$ cat src/rtl/display_scan_ctrl_if.sv
// Bus between the stopwatch datapath/board pins and the display scan controller.
interface display_scan_ctrl_if;
    logic        en;
    logic [15:0] digits;
    logic [3:0]  blink_mask;
    logic        lz_blank;
    logic [6:0]  seg;
    logic [3:0]  an;
    logic        frame_done;

    // Datapath / board side: drives digits and controls, observes the pins.
    modport master (
        output en, digits, blink_mask, lz_blank,
        input  seg, an, frame_done
    );

    // Scan controller side.
    modport slave (
        input  en, digits, blink_mask, lz_blank,
        output seg, an, frame_done
    );
endinterface

$ cat src/rtl/display_scan_ctrl.sv
// Time-multiplexed 4-digit 7-segment scan controller with dead-time,
// per-digit blink, leading-zero blanking and frame-coherent digit snapshot.
module display_scan_ctrl #(
    parameter int unsigned SCAN_DIV  = 50000,
    parameter int unsigned BLANK_CYC = 16,
    parameter int unsigned BLINK_DIV = 128
) (
    input  logic               clk,
    input  logic               rst_n,
    display_scan_ctrl_if.slave bus
);

    localparam int unsigned PRE_W = (SCAN_DIV  > 1) ? $clog2(SCAN_DIV)  : 1;
    localparam int unsigned BLK_W = (BLINK_DIV > 1) ? $clog2(BLINK_DIV) : 1;
    localparam logic [PRE_W-1:0] PRE_LAST = PRE_W'(SCAN_DIV - 1);
    localparam logic [BLK_W-1:0] BLK_LAST = BLK_W'(BLINK_DIV - 1);
    localparam logic [6:0]       SEG_OFF  = 7'b1111111;
    localparam logic [3:0]       AN_OFF   = 4'b1111;

    logic [PRE_W-1:0] r_pre;
    logic [1:0]       r_idx;
    logic [BLK_W-1:0] r_blk_cnt;
    logic             r_blk_phase;
    logic [15:0]      r_snap;
    logic [3:0]       r_an;
    logic [6:0]       r_seg;
    logic             r_frame_done;

    logic [PRE_W-1:0] w_pre_nxt;
    logic [1:0]       w_idx_nxt;
    logic [BLK_W-1:0] w_blk_cnt_nxt;
    logic             w_blk_phase_nxt;
    logic [3:0]       w_an_nxt;
    logic [6:0]       w_seg_nxt;
    logic             w_frame_done_nxt;
    logic             w_snap_load;
    logic [15:0]      w_snap_eff;
    logic [3:0]       w_digit;
    logic [3:0]       w_lz_supp;
    logic [3:0]       w_supp;
    logic             w_pre_last;
    logic             w_frame_end;
    logic             w_dead;

    // 7-segment decode, g..a active low; non-BCD codes render dark.
    function automatic logic [6:0] seg_decode(input logic [3:0] d);
        logic [6:0] s;
        case (d)
            4'd0:    s = 7'b1000000;
            4'd1:    s = 7'b1111001;
            4'd2:    s = 7'b0100100;
            4'd3:    s = 7'b0110000;
            4'd4:    s = 7'b0011001;
            4'd5:    s = 7'b0010010;
            4'd6:    s = 7'b0000010;
            4'd7:    s = 7'b1111000;
            4'd8:    s = 7'b0000000;
            4'd9:    s = 7'b0010000;
            default: s = SEG_OFF;
        endcase
        return s;
    endfunction

    // Dead-time window at the start of each slot (absent when BLANK_CYC is 0).
    if (BLANK_CYC == 0) begin : g_no_dead
        assign w_dead = 1'b0;
    end else begin : g_dead
        assign w_dead = (r_pre < PRE_W'(BLANK_CYC));
    end

    // Next-state and next-output computation for the scan counters and pins.
    always_comb begin
        w_pre_nxt        = r_pre;
        w_idx_nxt        = r_idx;
        w_blk_cnt_nxt    = r_blk_cnt;
        w_blk_phase_nxt  = r_blk_phase;
        w_an_nxt         = AN_OFF;
        w_seg_nxt        = SEG_OFF;
        w_frame_done_nxt = 1'b0;

        w_pre_last  = (r_pre == PRE_LAST);
        w_frame_end = bus.en && w_pre_last && (r_idx == 2'd3);
        w_snap_load = bus.en && (r_pre == '0) && (r_idx == 2'd0);
        // Decode from the value being captured this cycle so a zero dead-time still shows the new frame.
        w_snap_eff  = w_snap_load ? bus.digits : r_snap;
        w_digit     = w_snap_eff[{r_idx, 2'b00} +: 4];

        w_lz_supp = 4'b0000;
        if (bus.lz_blank) begin
            w_lz_supp[3] = (w_snap_eff[15:12] == 4'd0);
            w_lz_supp[2] = (w_snap_eff[15:8]  == 8'd0);
        end
        w_supp = w_lz_supp | ({4{r_blk_phase}} & bus.blink_mask);

        if (bus.en) begin
            if (w_pre_last) begin
                w_pre_nxt = '0;
                w_idx_nxt = r_idx + 2'd1;
            end else begin
                w_pre_nxt = r_pre + PRE_W'(1);
            end

            if (w_frame_end) begin
                w_frame_done_nxt = 1'b1;
                if (r_blk_cnt == BLK_LAST) begin
                    w_blk_cnt_nxt   = '0;
                    w_blk_phase_nxt = ~r_blk_phase;
                end else begin
                    w_blk_cnt_nxt = r_blk_cnt + BLK_W'(1);
                end
            end

            if (!w_dead && !w_supp[r_idx]) begin
                w_an_nxt  = ~(4'b0001 << r_idx);
                w_seg_nxt = seg_decode(w_digit);
            end
        end
    end

    // State, snapshot and output registers.
    always_ff @(posedge clk or negedge rst_n) begin
        if (!rst_n) begin
            r_pre        <= '0;
            r_idx        <= 2'd0;
            r_blk_cnt    <= '0;
            r_blk_phase  <= 1'b0;
            r_snap       <= 16'h0000;
            r_an         <= AN_OFF;
            r_seg        <= SEG_OFF;
            r_frame_done <= 1'b0;
        end else begin
            r_pre        <= w_pre_nxt;
            r_idx        <= w_idx_nxt;
            r_blk_cnt    <= w_blk_cnt_nxt;
            r_blk_phase  <= w_blk_phase_nxt;
            if (w_snap_load) begin
                r_snap <= bus.digits;
            end
            r_an         <= w_an_nxt;
            r_seg        <= w_seg_nxt;
            r_frame_done <= w_frame_done_nxt;
        end
    end

    assign bus.an         = r_an;
    assign bus.seg        = r_seg;
    assign bus.frame_done = r_frame_done;

endmodule

$ cat src/flat_wrapper.sv
// flat-port wrapper written by rule: the top's interface ports become plain ports
module display_scan_ctrl_flat 
#(
    parameter int unsigned SCAN_DIV  = 50000,
    parameter int unsigned BLANK_CYC = 16,
    parameter int unsigned BLINK_DIV = 128
)
  (clk, rst_n, bus_en, bus_digits, bus_blink_mask, bus_lz_blank, bus_seg, bus_an, bus_frame_done);
  display_scan_ctrl_if bus_i ();
  input  logic clk;
  input  logic rst_n;
  input wire logic [$bits(bus_i.en)-1:0] bus_en;
  input wire logic [$bits(bus_i.digits)-1:0] bus_digits;
  input wire logic [$bits(bus_i.blink_mask)-1:0] bus_blink_mask;
  input wire logic [$bits(bus_i.lz_blank)-1:0] bus_lz_blank;
  output wire logic [$bits(bus_i.seg)-1:0] bus_seg;
  output wire logic [$bits(bus_i.an)-1:0] bus_an;
  output wire logic [$bits(bus_i.frame_done)-1:0] bus_frame_done;
  assign bus_i.en = bus_en;
  assign bus_i.digits = bus_digits;
  assign bus_i.blink_mask = bus_blink_mask;
  assign bus_i.lz_blank = bus_lz_blank;
  assign bus_seg = bus_i.seg;
  assign bus_an = bus_i.an;
  assign bus_frame_done = bus_i.frame_done;
  display_scan_ctrl #(.SCAN_DIV(SCAN_DIV), .BLANK_CYC(BLANK_CYC), .BLINK_DIV(BLINK_DIV)) u_core (.clk(clk), .rst_n(rst_n), .bus(bus_i));
endmodule
$ cat config.mk
export PLATFORM = sky130hd
export DESIGN_NAME = display_scan_ctrl_flat
export DESIGN_NICKNAME = d
export VERILOG_FILES = /design/src/rtl/display_scan_ctrl_if.sv /design/src/rtl/display_scan_ctrl.sv /design/src/flat_wrapper.sv
export SDC_FILE = /design/constraint.sdc
export NUM_CORES = 1
export LEC_CHECK = 0
export ABC_AREA = 1
export CAP_MARGIN = 20
export CORE_MARGIN = 2
export CORE_UTILIZATION = 25
export CTS_BUF_LIST = sky130_fd_sc_hd__clkbuf_8 sky130_fd_sc_hd__clkbuf_16
export DETAILED_ROUTE_END_ITERATION = 6
export PLACE_DENSITY = 0.39
export SLEW_MARGIN = 5
export SYNTH_ARGS = -nofsm -noshare
export SYNTH_HDL_FRONTEND = slang
export SYNTH_SLANG_ARGS = --single-unit
$ cat constraint.sdc
create_clock -name clk -period 5.08 [get_ports clk]
set_input_delay 1.016 -clock clk [delete_from_list [all_inputs] [get_ports clk]]
set_output_delay 1.016 -clock clk [all_outputs]
set_load 0.05 [all_outputs]
==> impl_metrics.json <==
{
  "max-vdd-ir-drop_mv": 0.143,
  "fill_cells": 1263,
  "post_drt_wl_per_cell_um": 13.3,
  "arrival_ps": 3790,
  "fp.dieW_um": 114,
  "slew_headroom": 0.598,
  "p_per_area_nw_per_um2": 267,
  "cts_tree": "yes",
  "port_buffers": 35,
  "clock-sinks": 54,
  "ff2ff_path_depth": 15,
  "root_buffer": "clkbuf_16",
  "status": "finished clean",
  "min-delay-start": "u_core.r_snap[0]$_DFF_PN0_",
  "dieArea_um2": 12900,
  "fin_area_um2": 3630,
  "syn_area_per_cell_um2": 8.18,
  "h-tree-depth": 2,
  "endpoint_kind": "flip-flop",
  "layout-drive-gt1-share": 0.119,
  "cp-start-kind": "primary input",
  "std_cell_rows": 40,
  "final_util": 0.306,
  "min_delay_worst_endpoint": "u_core.r_snap[0]$_DFF_PN0_",
  "grt_pass1_vias": 2534,
  "synth_cell_types": 34,
  "routabilityCongestion": 0.762,
  "critical_path_class": "primary input to flip-flop",
  "yosysSeqAreaShare": 0.455,
  "start_util": 0.253,
  "placed_area_um2": 3490,
  "finalCritPeriodShare": 0.706,
  "cp.required_ps": 5290,
  "yosys_warnings": 0,
  "die_h_um": 114,
  "postCtsHoldBufs": 0,
  "grt_start_max_net_pins": 38,
  "synth-async-reset-ratio": 1.00,
  "leakage_nw": 1.77,
  "post_cts_buffers": 0,
  "clock_skew_ps": 10.6,
  "final.setup.tns_ps": 0,
  "grt_first_pass_wirelength_um": 12700,
  "drt-total-wl_um": 7330,
  "syn_nets": 403,
  "period_needed_ps": 3580,
  "fmax_mhz": 279,
  "syn_area_um2": 3000,
  "power.total_mw": 0.969,
  "num-nets-final": 439,
  "postRouteAntennaNets": 0,
  "worst_pin_slew_ps": 603,
  "rsz0062_at_grt": "false",
  "grtUsageTotal": 0.124,
  "first_pass_iters": 4,
  "ys_seq_elements": 54,
  "ctsLongestPathBuffers": 2,
  "worstHoldPathCells": 2,
  "hold_class": "flip-flop to flip-flop",
  "drcViolationCount": 0,
  "reg2reg_slack_ps": 1720,
  "clk_pin_slew_ps": 80,
  "cts_resized": 0,
  "synth_cells": 367,
  "clk_latency_ps": 290,
  "cts_buffers": 5,
  "dp_hpwl_um": 5620,
  "rr_startpoint": "u_core.r_idx[0]$_DFFE_PN0P_",
  "cap_violations": 0,
  "grt-ovfl-total": 0,
  "vias": 2428,
  "io_pins": 36,
  "antenna_found_initial": 0,
  "core_um2": 11900,
  "hold_viol_final": 0,
  "finalMaxSlewViolations": 0,
  "synth_edf_count": 0,
  "setup_violations": 0,
  "crit_path_max_fanout": 18,
  "viasPerCell": 4.41,
  "synth_top_flop_cell": "dfrtp_1",
  "diodes": 0,
  "syn2layout_area_growth_pct": 20.9,
  "dr.first_iter.drc_count": 96,
  "r2r_end": "u_core.bus.seg[6]$_DFF_PN1_"
}
==> stage by stage <==
step                      instances  hold slack, ps  setup WS [ps]
after floorplan                 367             444           2520
after CTS                       551             486           1500
final                           551             483           1500
after global routing            551             523           1160
after detailed placement        543             466           1190
after global placement          543             461           1260
==> sequential cells by signal, summed over array words and instances (netlist names) <==
register               cells
u_core.r_pre              16
u_core.r_snap             16
u_core.bus.seg             7
u_core.r_blk_cnt           7
u_core.bus.an              4
u_core.r_idx               2
u_core.bus.frame_done      1
u_core.r_blk_phase         1
==> synth_stat cells (all sizes together) (3+ instances only) <==
master / number / area [µm²]
o21ai: 9 / 45.0
and2: 3 / 18.8
inv: 47 / 176
nand4: 6 / 37.5
nand3b: 5 / 37.5
nor2: 36 / 170
dfrtp: 43 / 1080
nor3: 5 / 25.0
nand2: 89 / 357
ha: 12 / 150
xor2: 5 / 43.8
buf: 5 / 43.8
a21oi: 13 / 76.3
nand3: 63 / 350
dfstp: 11 / 289
xnor2: 3 / 26.3
==> logic make-up (layout without fill, tap and decap cells) <==
logic type,after synthesis,after routing,share of synthesized area
AND/OR/NAND/NOR,213,213,0.345
flip-flops,54,54,0.455
buffers and inverters,54,91,0.0758
AO/OA/AOI/OAI,24,24,0.0450
adder cells (fa/ha/maj),12,12,0.0500
XOR/XNOR,8,8,0.0233
multiplexers,2,2,0.00667
==> worst max-delay path by stage <==
stage,from,endpoint,slack [ps],cells past startpoint
final,bus_en,u_core.bus.seg[6]$_DFF_PN1_,1500,14
after global routing,bus_en,u_core.bus.seg[3]$_DFF_PN1_,1160,14
after CTS,bus_en,u_core.bus.seg[6]$_DFF_PN1_,1500,14
after floorplan,u_core.r_idx[0]$_DFFE_PN0P_,u_core.bus.seg[6]$_DFF_PN1_,2520,17
after detailed placement,bus_en,u_core.bus.seg[3]$_DFF_PN1_,1190,14
after global placement,bus_en,u_core.bus.seg[6]$_DFF_PN1_,1260,14
==> critical path, stage by stage <==
cell and delay, ps:
clkdlybuf4s50_1 790, nand2_1 170, nor2_4 340, nand3_4 270, nand2_1 120, nand2_1 90
nand2_1 60, nand3_1 70, nand2_1 190, inv_1 110, ha_1 200, nand3b_1 170
nand3_1 90, nand3_1 80
==> power by group <==
part / switching, mW / internal [mW] / total [mW]
clock network: 0.155 / 0.182 / 0.337
registers: 0.0323 / 0.460 / 0.492
logic: 0.0814 / 0.0587 / 0.140
total: 0.269 / 0.700 / 0.969
==> placed cells by master (no fill, tap or decap), types with 2 or more instances in the layout <==
master	Yosys	routed
nand2_1	80	80
nand3_1	59	59
inv_1	43	44
dfrtp_1	43	43
clkdlybuf4s50_1	0	34
nor2_1	28	28
a21oi_1	12	12
ha_1	12	12
dfstp_2	11	11
nand2_2	9	9
o21ai_0	8	8
nand4_1	6	6
nor2_2	5	5
nand3b_1	5	5
nor3_1	5	5
xor2_1	5	5
clkbuf_16	0	5
inv_2	4	4
and2_1	3	3
nor2_4	3	3
xnor2_1	3	3
nand3_4	2	2
nand3_2	2	2
mux2i_1	2	2
or2_2	2	2
inv_4	0	2
==> routing by layer <==
layer	wire [µm]	part of all wire	vias to the layer above	track usage
li1	-	-	1251	-
met1	3430	0.47	1136	0.165
met2	3560	0.49	33	0.211
met3	252	0.034	8	0.0218
met4	78	0.011	0	0.0317
met5	0	0	-	0
==> cell type report <==
class                           instances  area, µm²  area share
Clock buffer                            5        125      0.0345
Clock inverter                          3       16.3     0.00448
Inverter                               47        176      0.0486
Multi-Input combinational cell        259       1410       0.388
Sequential cell                        54       1370       0.376
Tap cell                              147        184      0.0507
Timing Repair Buffer                   36        353      0.0972
Note: power is estimated with default switching activity, not from simulation.
